===== config.mk =====
export PLATFORM = sky130hd
export DESIGN_NAME = prog_run_ctrl
export DESIGN_NICKNAME = d
export VERILOG_FILES = /design/src/rtl/prog_run_ctrl.sv
export SDC_FILE = /design/constraint.sdc
export NUM_CORES = 1
export LEC_CHECK = 0
export CAP_MARGIN = 5
export CORE_MARGIN = 2
export CORE_UTILIZATION = 45
export CTS_BUF_LIST = sky130_fd_sc_hd__clkbuf_8
export DETAILED_ROUTE_END_ITERATION = 10
export GPL_ROUTABILITY_DRIVEN = 0
export PLACE_DENSITY = 0.85
export SLEW_MARGIN = 40
export SYNTH_ARGS = -nofsm -noshare
export SYNTH_HDL_FRONTEND = slang
export SYNTH_SLANG_ARGS = --single-unit

===== constraint.sdc =====
create_clock -name clk -period 3.66 [get_ports clk]
set_input_delay 0.732 -clock clk [delete_from_list [all_inputs] [get_ports clk]]
set_output_delay 0.732 -clock clk [all_outputs]
set_load 0.005 [all_outputs]

===== src/rtl/prog_run_ctrl.sv =====
// Run controller for the single-program core: loads a 16-bit operand into
// core data memory, starts the core, waits for done under a watchdog, reads
// the 16-bit result back and presents it on a valid/ready response port.
// Also owns the data-memory port mux between the controller and the core.
module prog_run_ctrl #(
  parameter int unsigned OP_ADDR  = 4,
  parameter int unsigned RES_ADDR = 6,
  parameter int unsigned TIMEOUT  = 4096
) (
  input  logic        clk,
  input  logic        reset,
  input  logic        req_valid,
  output logic        req_ready,
  input  logic [15:0] req_operand,
  output logic        resp_valid,
  input  logic        resp_ready,
  output logic [15:0] resp_data,
  output logic        resp_timeout,
  output logic        core_start,
  input  logic        core_done,
  input  logic        core_mem_we,
  input  logic [7:0]  core_mem_addr,
  input  logic [7:0]  core_mem_wdata,
  output logic        mem_we,
  output logic [7:0]  mem_addr,
  output logic [7:0]  mem_wdata,
  input  logic [7:0]  mem_rdata
);

  localparam logic [7:0]  OP_LO    = 8'(OP_ADDR);
  localparam logic [7:0]  OP_HI    = 8'(OP_ADDR + 1);
  localparam logic [7:0]  RES_LO   = 8'(RES_ADDR);
  localparam logic [7:0]  RES_HI   = 8'(RES_ADDR + 1);
  localparam logic [15:0] CNT_LAST = 16'(TIMEOUT - 1);

  typedef enum logic [3:0] {
    IDLE, WR_LO, WR_HI, START, RUN, RD_LO, RD_HI, CAP, RESP
  } state_t;

  state_t      state;
  logic [7:0]  op_hi;
  logic [15:0] cnt;
  logic [15:0] resp_data_r;
  logic        tmo_r;
  logic        rdy_r;
  logic        vld_r;
  logic        start_r;
  logic        we_r;
  logic [7:0]  addr_r;
  logic [7:0]  wdata_r;
  logic        core_owns;

  // Sequencer: state plus registered controller-side outputs, loaded on the
  // transition into the state that uses them.
  always_ff @(posedge clk) begin
    if (!reset) begin
      state       <= IDLE;
      resp_data_r <= 16'h0000;
      tmo_r       <= 1'b0;
      rdy_r       <= 1'b1;
      vld_r       <= 1'b0;
      start_r     <= 1'b0;
      we_r        <= 1'b0;
      addr_r      <= 8'h00;
      wdata_r     <= 8'h00;
    end else begin
      case (state)
        IDLE: begin
          if (req_valid && rdy_r) begin
            op_hi   <= req_operand[15:8];
            rdy_r   <= 1'b0;
            we_r    <= 1'b1;
            addr_r  <= OP_LO;
            wdata_r <= req_operand[7:0];
            state   <= WR_LO;
          end
        end
        WR_LO: begin
          addr_r  <= OP_HI;
          wdata_r <= op_hi;
          state   <= WR_HI;
        end
        WR_HI: begin
          we_r    <= 1'b0;
          addr_r  <= 8'h00;
          wdata_r <= 8'h00;
          start_r <= 1'b1;
          state   <= START;
        end
        START: begin
          start_r <= 1'b0;
          cnt     <= 16'h0000;
          state   <= RUN;
        end
        RUN: begin
          cnt <= cnt + 16'd1;
          // A done seen while the counter is still 0 may be left over from
          // the previous program run, so it is not trusted.
          if (core_done && (cnt != 16'h0000)) begin
            addr_r <= RES_LO;
            state  <= RD_LO;
          end else if (cnt == CNT_LAST) begin
            tmo_r       <= 1'b1;
            resp_data_r <= 16'h0000;
            vld_r       <= 1'b1;
            state       <= RESP;
          end
        end
        RD_LO: begin
          addr_r <= RES_HI;
          state  <= RD_HI;
        end
        RD_HI: begin
          resp_data_r[7:0] <= mem_rdata;
          addr_r           <= 8'h00;
          state            <= CAP;
        end
        CAP: begin
          resp_data_r[15:8] <= mem_rdata;
          tmo_r             <= 1'b0;
          vld_r             <= 1'b1;
          state             <= RESP;
        end
        RESP: begin
          if (resp_ready) begin
            vld_r <= 1'b0;
            rdy_r <= 1'b1;
            state <= IDLE;
          end
        end
        default: begin
          state <= IDLE;
        end
      endcase
    end
  end

  // The core owns the memory port only while it is running; outside that
  // window its writes are dropped. Reset forces the idle output values.
  assign core_owns    = (state == START) || (state == RUN);
  assign req_ready    = !reset || rdy_r;
  assign resp_valid   = reset && vld_r;
  assign core_start   = reset && start_r;
  assign mem_we       = reset && (core_owns ? core_mem_we : we_r);
  assign mem_addr     = !reset ? 8'h00 : (core_owns ? core_mem_addr : addr_r);
  assign mem_wdata    = !reset ? 8'h00 : (core_owns ? core_mem_wdata : wdata_r);
  assign resp_data    = resp_data_r;
  assign resp_timeout = tmo_r;

endmodule


**Word level (Yosys, flattened, before mapping)**

Cells that the tools add are included.

- Output and inout bits: 37
- Bits of input ports: 46
- Word-level logic and storage cells: 89
- Register bits after elaboration: 65

- Reduce and logical (&&, ||, !) cells: 30
- Equality and inequality tests: 15
- Add/subtract/negate cells: 1
- Multiplexer cells: 31

Operators by type and width:

| kind | count |
|---|---|
| $mux 8 | 7 |
| $pmux 8 s5 | 1 |
| $pmux 4 s9 | 1 |
| $mux 16 | 2 |
| $pmux 16 s2 | 1 |
| $pmux 8 s2 | 2 |
| $pmux 8 s3 | 1 |
| $reduce_and 3->1 | 6 |
| $add 16x1->16 const B | 1 |
| $eq 16x12->1 const B | 1 |
| $eq 4x3->1 const B | 4 |
| $mux 4 | 4 |
| $reduce_bool 16->1 | 1 |
| $reduce_bool 2->1 | 6 |
| $ne 2x2->1 const B | 5 |
| $eq 4x2->1 const B | 2 |
| $pmux 1 s2 | 4 |
| $mux 1 | 7 |
| $reduce_and 2->1 | 3 |
| $reduce_bool 3->1 | 2 |
| $logic_and 1x1->1 | 5 |
| $reduce_bool 5->1 | 1 |
| $eq 4x1->1 const B | 1 |
| $eq 4x4->1 const B | 1 |
| other kinds (7) | 8 |

**Depth between registers and ports, before layout**

- Word-level depth: 4
- Mapped depth: 8
- Depth with buffers taken out: 7

**Least setup slack after synthesis**

No wires, ideal clock.

- Kind: register to output
- Start: register state[1]
- End: output port mem_wdata[5]
- Arrival time: 1.707 ns
- Slack: 1.221 ns
- Buffers on the path: 2
- Cell stages (with the launch flop): 7
- Cell sequence: dfxtp_1 > or3b_2 > a21oi_1 > buf_2 > clkbuf_1 > mux2i_1 > nor2_1

- Word-level cells in the longest chain between the ends: 4
- Elaborated cells on any way between the ends: 5

RTL lines:

| what | RTL line | RTL |
|---|---|---|
| start, declared | 40 | `state_t state;` |
| start signal, assigned | 57 | `state <= IDLE;` |
| start signal, assigned | 75 | `state <= WR_LO;` |
| start signal, assigned | 81 | `state <= WR_HI;` |
| $eq 4x2->1 / $eq 4x3->1 (equally long branches) | 140 | `assign core_owns = (state == START) \|\| (state == RUN);` |
| $logic_or 1x1->1 (*) | 140 |  |
| $mux 8 (*) (2 in series) | 146 | `assign mem_wdata = !reset ? 8'h00 : (core_owns ? core_mem_wdata : wdata_r);` |
| end, declared | 26 | `output logic [7:0] mem_wdata,` |

Every way passes the cells marked *; elsewhere a longest branch is shown, timed or not.

**Worst setup path in the final report**

- Start: register state[2]
- End: output port mem_wdata[1]

The elaborated chain is that of the path after synthesis.

==> metrics.md <==
| Metric | Value |
|---|---|
| CTS tree | done |
| Final Core Density | 0.622 |
| Setup TNS | 0 ns |
| Fin. Hold Viols | 0 |
| Remaining DRCs | 0 |
| Core area | 6760 um2 |
| Period utilisation layout | 0.904 |
| Vias/cell | 5.57 |
| Area of the die | 7600 um2 |
| Antenna violations before repair | 0 |
| PortBufs | a little over 80 |
| Post-CTS setup buffers | 0 |
| Worst EP arrival | 2.58 ns |
| Multi-input gate area | 1520 um2 |
| Avg Inst Size Synth | ~9.8 um2 |
| Number of fill cells | 547 |
| Inst Count DP | 468 |
| Most frequent cell after synthesis | nor2_1 |
| Prevailing post-synth register cell | dfxtp_1 |
| Unrepaired setup endpoints after global routing | no |
| Worst Setup End Kind | output pin |
| Critical Path Source Type | flip-flop |
| Power per Cell Area | 603 nW/um2 |
| Post-synth EDFFs | 24 |
| Post-CTS Hold Buffers | 0 |
| Routed Antenna Nets | 0 |
| Cells along the critical path | or3b_2 > a21oi_2 > buf_4 > mux2i_1 > nor2_1 > clkdlybuf4s50_1 |
| DR vias | 2,695 |
| Measured slew at the worst slew-check pin | 0.725 ns |
| Critical-path maximum fanout | 19 |
| Fmax | 302 MHz |
| Peak VDD IR | 0.328 mV |
| # IOs | 83 |
| Initial Util | 0.461 |
| Yosys reg bits | 60 |
| Net count after synthesis | 365 |
| Critical path class | reg2out |
| Top cell type's share of synthesized area | 0.231 |
| Syn Inst Count | approximately 320 |
| Max-slew violation total from the final report | 0 |
| Total CTS buffers | 9 |
| Total Power | 0.00254 W |
| Nets | 447 |
| Clk Latency, worst-skew pair | 0.35 ns |
| Register Area | 1440 um2 |
| Synth async-reset ratio | 0 |
| GRT Util Overall | 0.203 |
| Die Y | 87.2 um |
| Ys Warns | 0 |
| Flop2flop setup slack | 1.19 ns |
| Top delay family on crit path | buffers and inverters |
| CTS HTree Levels | 3 |
| Num rows | 30 |
| Largest area contributor in the synthesized netlist | dfxtp_1 |
| Critical path buffers and inverters | 2 |
| Synth area leaders | dfxtp_1, edfxtp_1, nor2_1, mux2i_1, a21oi_1 |
| Global-route wire length before repair | 11.9 mm |
| Fin crit period | roughly 3.3 ns |
| Clk sinks | 60 |
| Layout area overhead | 34.9% |
| GRT overflow | 0 |
| Clock skew | around 0.0064 ns |
| Final Setup Violations | 0 |
| Final Non-Filler Cells | 484 |
| Largest net degree at the start of global routing | 38 |
| Max_cap viols | 0 |
| Vias in the first global route | 2,554 |
| Status | completed |
| Overall routed net length | 7.37 mm |
| Static Leakage | 1.55 nW |
| Clk slew on worst S/H paths | 0.07 ns |
| HPWL after DPL | 5.24 mm |
| Max clock buf depth | 2 |
| Min-Delay Path Class | reg2reg |
| Layout cell share with drive strength beyond 1 | 0.136 |
| Cts repair resizes | 0 |
| Slowest-stage cell, CP | dfxtp_1 |
| Post-Syn Area | 3120 um2 |
| Die X | 87.2 um |
| Required @ worst endpoint | 2.93 ns |
| Slew headroom | 0.517 |
| Initial drt markers | 170 |
| Fin Hold WS | approximately 0.46 ns |
| Top post-synthesis cells by count | nor2_1, dfxtp_1, edfxtp_1, a21oi_1, nor3_1 |
| CP peak stage delay | 0.53 ns |
| Routed WL per cell | 15.2 um |
| Drt pass-1 iters | 4 |
| Antenna diode count | 0 |
| Sequential fraction of the synthesis area | 0.463 |
| Root buf cell | clkbuf_8 |
| Unique masters post-synth | 53 |
-- area by class of cell --
| cell class | count | area share |
|---|---|---|
| clock buffers | 9 | 0.0295 |
| clock inverters | 7 | 0.0238 |
| inverters | 9 | 0.00804 |
| multi-input cells | 229 | 0.362 |
| flip-flops and latches | 60 | 0.343 |
| well taps | 80 | 0.0238 |
| repair buffers | 90 | 0.210 |
-- routing by layer --
layer | wire [um] | global-route usage | vias to the layer above
met1 | 3240 | 0.264 | 1278
met3 | 390 | 0.0474 | 17
met4 | 154 | 0.0909 | 0
met5 | 0 | 0 | -
met2 | 3580 | 0.320 | 79
li1 | - | - | 1321
-- registers in the layout, summed over array words and instances (netlist names) --
register and cells:
addr_r 3, rdy_r 1, state 4, vld_r 1, op_hi 8, we_r 1
resp_timeout 1, start_r 1, wdata_r 8, resp_data 16, cnt 16
-- power by group --
part           internal, W  switching, W
sequential        0.000840      0.000112
combinational     0.000414      0.000503
clock             0.000386      0.000280
total              0.00164      0.000895
-- cell families (layout without fill, tap and decap cells) --
| kind of cell | Yosys count | in the layout | synth area share |
|---|---|---|---|
| xor gates and xnor gates | 12 | 12 | 0.0337 |
| AOI/OAI and AO/OA | 65 | 65 | 0.166 |
| and+or+nand+nor | 138 | 138 | 0.242 |
| adders and majority gates | 2 | 2 | 0.00803 |
| DFF | 60 | 60 | 0.463 |
| muxes | 12 | 12 | 0.0386 |
| buffers and inverters | 28 | 115 | 0.0494 |
-- worst register-to-register path, stage by stage, from the launching register on --
cell	delay, ns
dfxtp_1	0.53
or3b_2	0.50
a21oi_2	0.14
buf_4	0.29
and2_1	0.65
-- per-stage QoR --
stage	setup slack [ns]	area, um2
2_1_floorplan	1.22	3120
4_1_cts	0.335	4200
3_5_place_dp	0.576	3980
6_report	0.352	4200
5_1_grt	0.200	4200
3_3_place_gp	0.639	3980
-- cell usage in the layout (no fill, tap or decap), types with 3 or more instances in the layout --
| master | count |
|---|---|
| clkdlybuf4s50_1 | 82 |
| a31oi_1 | 8 |
| nor2_1 | 42 |
| nor2b_1 | 9 |
| and3_1 | 8 |
| xor2_1 | 9 |
| nand3_1 | 9 |
| dfxtp_1 | 36 |
| or2_2 | 9 |
| buf_4 | 8 |
| a21oi_1 | 19 |
| inv_1 | 8 |
| xnor2_1 | 3 |
| a32o_1 | 8 |
| mux2i_1 | 12 |
| edfxtp_1 | 24 |
| clkbuf_8 | 9 |
| nand2_1 | 9 |
| nor3_1 | 15 |
| and2_1 | 13 |
| clkinv_4 | 3 |
| a21oi_2 | 3 |
| o311a_1 | 8 |
| o21ai_0 | 6 |
-- worst paths after layout --
check	end	start	cells after the start
hold reg to reg	vld_r	vld_r	2
setup / recovery	mem_wdata[1]	state[2]	6
hold / removal	vld_r	vld_r	2
setup reg to reg	cnt[12]	state[2]	4
(Power assumes the default switching activity.)
==> RTL edit: new RTL, same flow settings <==
Change the parameter `TIMEOUT` from 4096 to 2048.
--- a/src/rtl/prog_run_ctrl.sv
+++ b/src/rtl/prog_run_ctrl.sv
@@ -6,5 +6,5 @@
   parameter int unsigned OP_ADDR  = 4,
   parameter int unsigned RES_ADDR = 6,
-  parameter int unsigned TIMEOUT  = 4096
+  parameter int unsigned TIMEOUT  = 2048
 ) (
   input  logic        clk,
Behaviour: no difference found for any inputs over 10 cycles, from zero or initial values and one cycle with reset low; that may be too few to reach the edited logic, so the function may still have changed.
==> RTL edit against the unedited design <==
- design area shrank 2.9%
- routed wire length shrank 1.4%
- worst hold slack gained 12 ps
- synthesized area shrank 3.5%
- sequential cell count is the same
- via count shrank 2.2%
- worst setup slack lost 98 ps
- core utilization grew 1.3 points
Power is not compared: it rests on default switching activity, and its combinational part moved more than twofold at a synthesized area within 25%.
==> RTL edit: results (changes against the unedited design) <==
[run_status]
outcome=complete, no violations

[setup_path]
critical_path.max_stage_delay_ps=630  ; +100 ps
r2r-start=state[0]$_SDFFE_PN0P_
startpoint=state[1]$_SDFFE_PN0P_
regToRegEndpoint=resp_data[13]$_SDFFE_PN0P_
r2r_cells=6  ; +2
arrival_ps=2670  ; +90 ps
path_max_fanout=16  ; -3

[synth]
synth_nets=359  ; -1.6%
seq_area_frac_synth=0.480  ; +0.0169
yosys.area_share.adder=0.00833  ; +0.000294
synth_area_leaders=dfxtp_1, edfxtp_1, nor2_1, a21oi_1, mux2i_1
synth_compound_area_frac=0.184  ; +0.0186
synth_common_cells=nor2_1, dfxtp_1, a21oi_1, edfxtp_1, nand2_1
yosysUniqueCellTypes=50  ; -5.7%
synth-xor-area-share=0.0291  ; -0.00459

[sta]
hold_slack_ps=475  ; +12.1 ps
clock_skew_ps=12.0  ; +5.56 ps
tightest_slew_ps=572  ; -153 ps

[grt]
grt_pass1_vias=2527  ; -1.1%
grt_pass1_wl_um=11900  ; -0.23%
grt_max_degree=33  ; -13%

[clock_tree]
clock_latency_ps=330  ; -20 ps
cts-root-buf=clkbuf_8

[layout]
nFillCells=505  ; -7.7%
drive_above_1_share=0.0804  ; -0.0557

[worst_hold_path]
hold_path_depth=1  ; -1
hold_path_class=flop to flop
min_to=resp_data[12]$_SDFFE_PN0P_
hp-start=resp_data[12]$_SDFFE_PN0P_

[place]
dp_hpwl_um=5200  ; -0.72%

RTL edit: layout make-up:
cell class              count  area share
multi-input cells         228       0.359
clock inverters             6      0.0120
clock buffers              10      0.0337
flip-flops and latches     60       0.353
inverters                   5     0.00460
repair buffers             89       0.214
well taps                  77      0.0236
RTL edit: worst register-to-register path, stage by stage (launching register included):
cell and delay [ps]:
dfxtp_1 310, buf_4 230, nor2_1 340, nand2_1 440
a31o_2 480, a21oi_2 410, a22o_1 210
RTL edit: where the power goes:
group	total [mW]	internal, mW	switching (mW)
registers	0.793	0.749	0.0432
logic	0.414	0.196	0.218
clock network	0.561	0.321	0.240
RTL edit: logic make-up after synthesis:
family          after synthesis
compound gates               80
xor+xnor                     10
fa+ha+maj                     2
buf+inv                      23
flops                        60
mux                          13
simple gates                123
RTL edit: routing by layer:
| layer | wire length (um) | share of wire | track usage | up-vias |
|---|---|---|---|---|
| met5 | 0 | 0 | 0 | - |
| met4 | 79 | 0.011 | 0.0577 | 0 |
| met3 | 255 | 0.035 | 0.0452 | 8 |
| met2 | 3710 | 0.51 | 0.337 | 68 |
| met1 | 3220 | 0.44 | 0.265 | 1243 |
| li1 | - | - | - | 1318 |
RTL edit: through the flow:
step                instances  worst slack [ps]  power (mW)  instance area (um^2)   util
floorplan                 311               508        1.06                  3010      -
global placement          459               669        1.20                  3890  0.606
detailed placement        459               605        1.22                  3900  0.607
CTS                       475               277        1.77                  4080  0.636
global route              475               135        1.86                  4080  0.636
finish                    475               254        1.77                  4080  0.636
